===== config.mk =====
export PLATFORM = sky130hd
export DESIGN_NAME = parking_tick_scheduler
export DESIGN_NICKNAME = d
export VERILOG_FILES = /design/src/rtl/parking_tick_scheduler.sv
export SDC_FILE = /design/constraint.sdc
export NUM_CORES = 1
export LEC_CHECK = 0
export ABC_AREA = 1
export BUFFER_PORTS_ARGS = -buffer_cell sky130_fd_sc_hd__buf_2
export CELL_PAD_IN_SITES_DETAIL_PLACEMENT = 1
export CELL_PAD_IN_SITES_GLOBAL_PLACEMENT = 2
export CORE_MARGIN = 1
export CORE_UTILIZATION = 33
export CTS_CLUSTER_DIAMETER = 80
export DETAILED_ROUTE_END_ITERATION = 12
export GPL_ROUTABILITY_DRIVEN = 0
export PLACE_DENSITY = 0.82
export REMOVE_ABC_BUFFERS = 1
export SLEW_MARGIN = 20
export SYNTH_ARGS = -nofsm -noshare
export SYNTH_HDL_FRONTEND = slang
export SYNTH_SLANG_ARGS = --single-unit

===== constraint.sdc =====
create_clock -name clk_in -period 3 [get_ports clk_in]
set_input_delay 0.75 -clock clk_in [delete_from_list [all_inputs] [get_ports clk_in]]
set_output_delay 0.75 -clock clk_in [all_outputs]
set_load 0.005 [all_outputs]

===== src/rtl/parking_tick_scheduler.sv =====
// Shared 1 Hz tick generator feeding NUM_CH countdown timers.
// Durations are loaded through a round-robin arbitrated port.
module parking_tick_scheduler #(
  parameter int unsigned INPUT_CLOCK_FREQ = 40_000_000,
  parameter int unsigned TICK_DIV         = INPUT_CLOCK_FREQ,
  parameter int unsigned NUM_CH           = 4,
  parameter int unsigned CNT_W            = 8
) (
  input  logic                      clk_in,
  input  logic                      rst_n,
  input  logic [NUM_CH-1:0]         req,
  input  logic [NUM_CH*CNT_W-1:0]   dur,
  input  logic [NUM_CH-1:0]         cancel,
  input  logic [$clog2(NUM_CH)-1:0] rd_sel,
  output logic [NUM_CH-1:0]         grant,
  output logic [NUM_CH-1:0]         busy,
  output logic [NUM_CH-1:0]         done,
  output logic                      tick,
  output logic [CNT_W-1:0]          rd_remaining
);

  localparam int unsigned SEL_W = $clog2(NUM_CH);
  localparam int unsigned PRE_W = $clog2(TICK_DIV);

  logic [PRE_W-1:0]             r_presc;
  logic                         r_tick;
  logic                         w_presc_wrap;
  logic [SEL_W-1:0]             r_ptr;
  logic [NUM_CH-1:0]            r_grant;
  logic [NUM_CH-1:0]            r_busy;
  logic [NUM_CH-1:0]            r_done;
  logic [NUM_CH-1:0][CNT_W-1:0] r_rem;

  logic [NUM_CH-1:0][CNT_W-1:0] w_dur;
  logic [NUM_CH-1:0]            w_elig;
  logic                         w_found;
  logic [SEL_W-1:0]             w_win;
  logic [NUM_CH-1:0]            w_grant_d;
  logic [NUM_CH-1:0]            w_busy_d;
  logic [NUM_CH-1:0]            w_done_d;
  logic [NUM_CH-1:0][CNT_W-1:0] w_rem_d;

  assign w_dur        = dur;
  assign w_presc_wrap = (r_presc == PRE_W'(TICK_DIV - 1));

  always_ff @(posedge clk_in or negedge rst_n) begin
    if (!rst_n) begin
      r_presc <= '0;
      r_tick  <= 1'b0;
    end else begin
      r_presc <= w_presc_wrap ? '0 : r_presc + PRE_W'(1);
      r_tick  <= w_presc_wrap;
    end
  end

  // Round-robin search upward from the pointer; NUM_CH is a power of two so
  // the index wraps by truncation.
  always_comb begin
    w_elig  = req & ~r_busy & ~cancel;
    w_found = 1'b0;
    w_win   = '0;
    for (int unsigned off = 0; off < NUM_CH; off++) begin
      if (!w_found && w_elig[r_ptr + SEL_W'(off)]) begin
        w_found = 1'b1;
        w_win   = r_ptr + SEL_W'(off);
      end
    end
  end

  always_comb begin
    w_busy_d  = r_busy;
    w_rem_d   = r_rem;
    w_done_d  = '0;
    w_grant_d = '0;
    for (int ch = 0; ch < NUM_CH; ch++) begin
      if (cancel[ch]) begin
        w_busy_d[ch] = 1'b0;
        w_rem_d[ch]  = '0;
      end else if (r_busy[ch] && r_tick) begin
        if (r_rem[ch] == CNT_W'(1)) begin
          w_busy_d[ch] = 1'b0;
          w_rem_d[ch]  = '0;
          w_done_d[ch] = 1'b1;
        end else begin
          w_rem_d[ch] = r_rem[ch] - CNT_W'(1);
        end
      end
    end
    // The winner is idle and not cancelled, so the load never collides with
    // countdown or cancel of the same channel.
    if (w_found) begin
      w_grant_d[w_win] = 1'b1;
      w_rem_d[w_win]   = w_dur[w_win];
      w_busy_d[w_win]  = (w_dur[w_win] != '0);
      w_done_d[w_win]  = (w_dur[w_win] == '0);
    end
  end

  always_ff @(posedge clk_in or negedge rst_n) begin
    if (!rst_n) begin
      r_ptr   <= '0;
      r_grant <= '0;
      r_busy  <= '0;
      r_done  <= '0;
      r_rem   <= '0;
    end else begin
      if (w_found) begin
        r_ptr <= w_win + SEL_W'(1);
      end
      r_grant <= w_grant_d;
      r_busy  <= w_busy_d;
      r_done  <= w_done_d;
      r_rem   <= w_rem_d;
    end
  end

  assign grant        = r_grant;
  assign busy         = r_busy;
  assign done         = r_done;
  assign tick         = r_tick;
  assign rd_remaining = r_rem[rd_sel];

endmodule

==> flow_summary.toml <==
[yosys]
synth_seq_cells = 73
yosysWarnings = 0
synthesis.area_um2 = 4670
syn_inst = 618
synth.distinct_cells = 38
ys_async_sr_fraction_pct = 100
synth.avg_cell_area_um2 = 7.56
synth.yosys.seq_area_share_pct = 39.1
yosys_most_used_dff = "dfrtp_1"
synth_edf_count = 0

[timing]
tightest_slew_ns = 0.970
drv_slew = 0
setup_viol = 0
hold_viol_final = 0
max_freq_mhz = 371
rsz0062_at_grt = "false"
hold_ws_ns = 0.466
post-route-min-period_ns = 2.70
max-slew-margin-rel_pct = 35.4
setup_tns_ns = 0
worst_clock_skew_ns = 0.0112
fin_crit_sh_pct = 89.8

[die]
initial_utilization_pct = 33.8
fp.dieH_um = 121
die_width_um = 121
io_pins = 65
die-area_um2 = 14600
core_area_um2 = 13800
rows = 43

[job]
drv_cap = 0

[grt]
busiest_layer = "met2"
grt_pass1_vias = 4690
grt_use_met2_pct = 33.6
track_usage_pct = 20.6
gr-usage-met1_pct = 28.8
grt_max_degree = 74
grt_pass1_wl_um = 23600
grt_overflow_total = 0
antenna_found_initial = 0
met3_usage_pct = 2.44

[critical_path]
crit_required_ns = 3.24
worstPathMaxFanout = 19
crit_type = "input pin to flop"
crit_path_end_kind = "flop"
arrival_ns = 2.94
start_kind = "input pin"
critPathLaunch = "cancel[0]"
r2r-start = "busy[0]"

[route]
route.detailed.drc = 0
num_vias = 4567
antenna_left = 0
firstDrtPassIters = 4
drtIter0Drc = 297
vias_per_cell = 5.15
post_drt_wl_per_cell_um = 16.2
routed_wl_um = 14300

[cells_and_area]
nFillCells = 1740
final_cell_area_um2 = 5680
fin_nets = 759
final_cells = 887
drive_above_1_share_pct = 18.1
layout-area-overhead-vs-synth_pct = 21.6
antenna_cells = 0

[place]
place_inst = 871
dp_hpwl_um = 11100
port_buffers = 64
dpl_cell_area_um2 = 5310

[clocking]
cts_tree = "built"
cts_setup_buffers = 0
path_clk_slew_ns = 0.06
cts_buffers = 9
htreeDepth = 3
cts_hold_buf = 0
cts.sinks = 73
clockBufferDepth = 2
clkLatencyLatePin_ns = 0.34
root_buffer = "clkbuf_16"

[pwr]
leakage_nw = 2.84
vdd_drop_max_v = 0.000531
powerDensity_nw_per_um2 = 1060

[min_path]
hp-class = "flop to flop"
hp-start = "r_presc[0]"

[outcome]
status = "completed"
==> sequential cells by signal, summed over array words and instances (netlist names) <==
signal and cells:
busy 4, done 4, grant 4, r_presc 26, r_ptr 2, r_rem 32, tick 1
==> metrics by stage <==
step                      util, %  setup slack (ns)  power (mW)
after global routing         41.1            0.0550        6.46
after CTS                    41.0             0.240        6.06
final                        41.1             0.305        6.00
after detailed placement     38.4            -0.101        4.71
after global placement       38.4            0.0107        4.62
after floorplan                 -             0.319        3.33
==> critical path, cell delays in order <==
cell	delay, ns
buf_2	0.11
nor2_2	0.14
buf_4	0.16
nand3_1	0.12
nand2_1	0.12
nand2_1	0.08
nand2_1	0.12
nor2_2	0.05
nor2_2	0.12
nand2_4	0.09
nand2_4	0.17
inv_1	0.11
ha_1	0.19
nand2_1	0.10
buf_4	0.22
o211ai_1	0.11
o22ai_1	0.17
==> layer usage <==
metal / vias to the layer above / wire (um)
met5: - / 0
met4: 0 / 108
met3: 8 / 595
met2: 84 / 6860
met1: 2235 / 6770
li1: 2240 / -
==> power breakdown <==
group          total (mW)  internal, mW  switching, mW
clock                1.32         0.898          0.421
combinational        3.19          1.16           2.03
sequential           1.50          1.23          0.268
total                6.00          3.29           2.72
==> worst paths after layout <==
path                                     to  slack [ns]  cells past startpoint
max in group asynchronous       r_presc[20]        1.80                      1
worst min-delay path             r_presc[0]        0.47                      1
worst max register to register    r_rem[25]        0.37                     16
worst min register to register   r_presc[0]        0.47                      1
worst max-delay path              r_rem[25]        0.30                     17
min in group asynchronous          r_rem[6]        0.55                      1
==> synth_stat cells, types with 3 or more instances <==
master / n / area share (%)
clkbuf_1: 5 / 0.40
nand2_2: 7 / 0.94
nor3_1: 12 / 1.3
buf_2: 3 / 0.32
nor2_1: 73 / 5.9
a21oi_2: 4 / 0.75
buf_6: 3 / 0.72
nand2_1: 114 / 9.2
nand3_1: 74 / 7.9
a31oi_1: 3 / 0.40
inv_1: 69 / 5.5
o22ai_1: 13 / 1.7
o2111ai_1: 4 / 0.75
a21oi_1: 19 / 2.0
xor2_1: 20 / 3.8
o211ai_1: 5 / 0.80
nor2_4: 3 / 0.72
ha_1: 13 / 3.5
nor4_1: 10 / 1.3
xnor2_1: 8 / 1.5
nand4_1: 13 / 1.7
nand2_4: 6 / 1.4
o21ai_0: 45 / 4.8
dfrtp_1: 73 / 39
==> cell usage in the layout (no fill, tap or decap), types with 2 or more instances in the layout <==
cell type / netlist / routed
clkinv_1: 2 / 2
a21oi_1: 19 / 19
nand2_1: 114 / 113
nor4_1: 10 / 10
o211ai_1: 5 / 5
o22ai_1: 13 / 13
buf_2: 3 / 63
clkbuf_16: 0 / 9
xnor2_1: 8 / 8
clkbuf_1: 5 / 2
nand3b_1: 2 / 2
nand2_2: 7 / 8
nand3_1: 74 / 74
bufinv_16: 0 / 4
nand2_4: 6 / 6
buf_4: 0 / 20
nand3_2: 2 / 2
nor2_4: 3 / 3
xor2_1: 20 / 20
o2111ai_1: 4 / 4
a21oi_2: 4 / 4
nand4_1: 13 / 13
o211a_1: 2 / 2
inv_1: 69 / 69
nor2_2: 2 / 3
nor2_1: 73 / 72
dfrtp_1: 73 / 73
a31oi_1: 3 / 3
nor3_1: 12 / 12
o21ai_0: 45 / 45
ha_1: 13 / 13
==> area by class of cell <==
class                      instances  area, um2  area share [%]
inverter                          73        277            4.87
tap                              180        225            3.97
clock inverter                     5        128            2.25
timing repair buffer              84        485            8.55
clock buffer                      11        233            4.10
multi-input combinational        461       2500            44.1
sequential                        73       1830            32.2
==> kinds of logic after synthesis <==
family / after synthesis / share of synthesized area (%)
AOI/OAI and AO/OA: 100 / 12.7
xor gates and xnor gates: 28 / 5.25
adders and majority gates: 13 / 3.48
buffers and inverters: 84 / 7.37
DFF: 73 / 39.1
and+or+nand+nor: 320 / 32.1
==> timing repair <==
action	in CTS	in global routing
hold endpoints to repair	0	0
gates resized for setup	0	2
endpoints found under the setup margin	0	4
No activity file was read; power rests on OpenSTA's default activity.
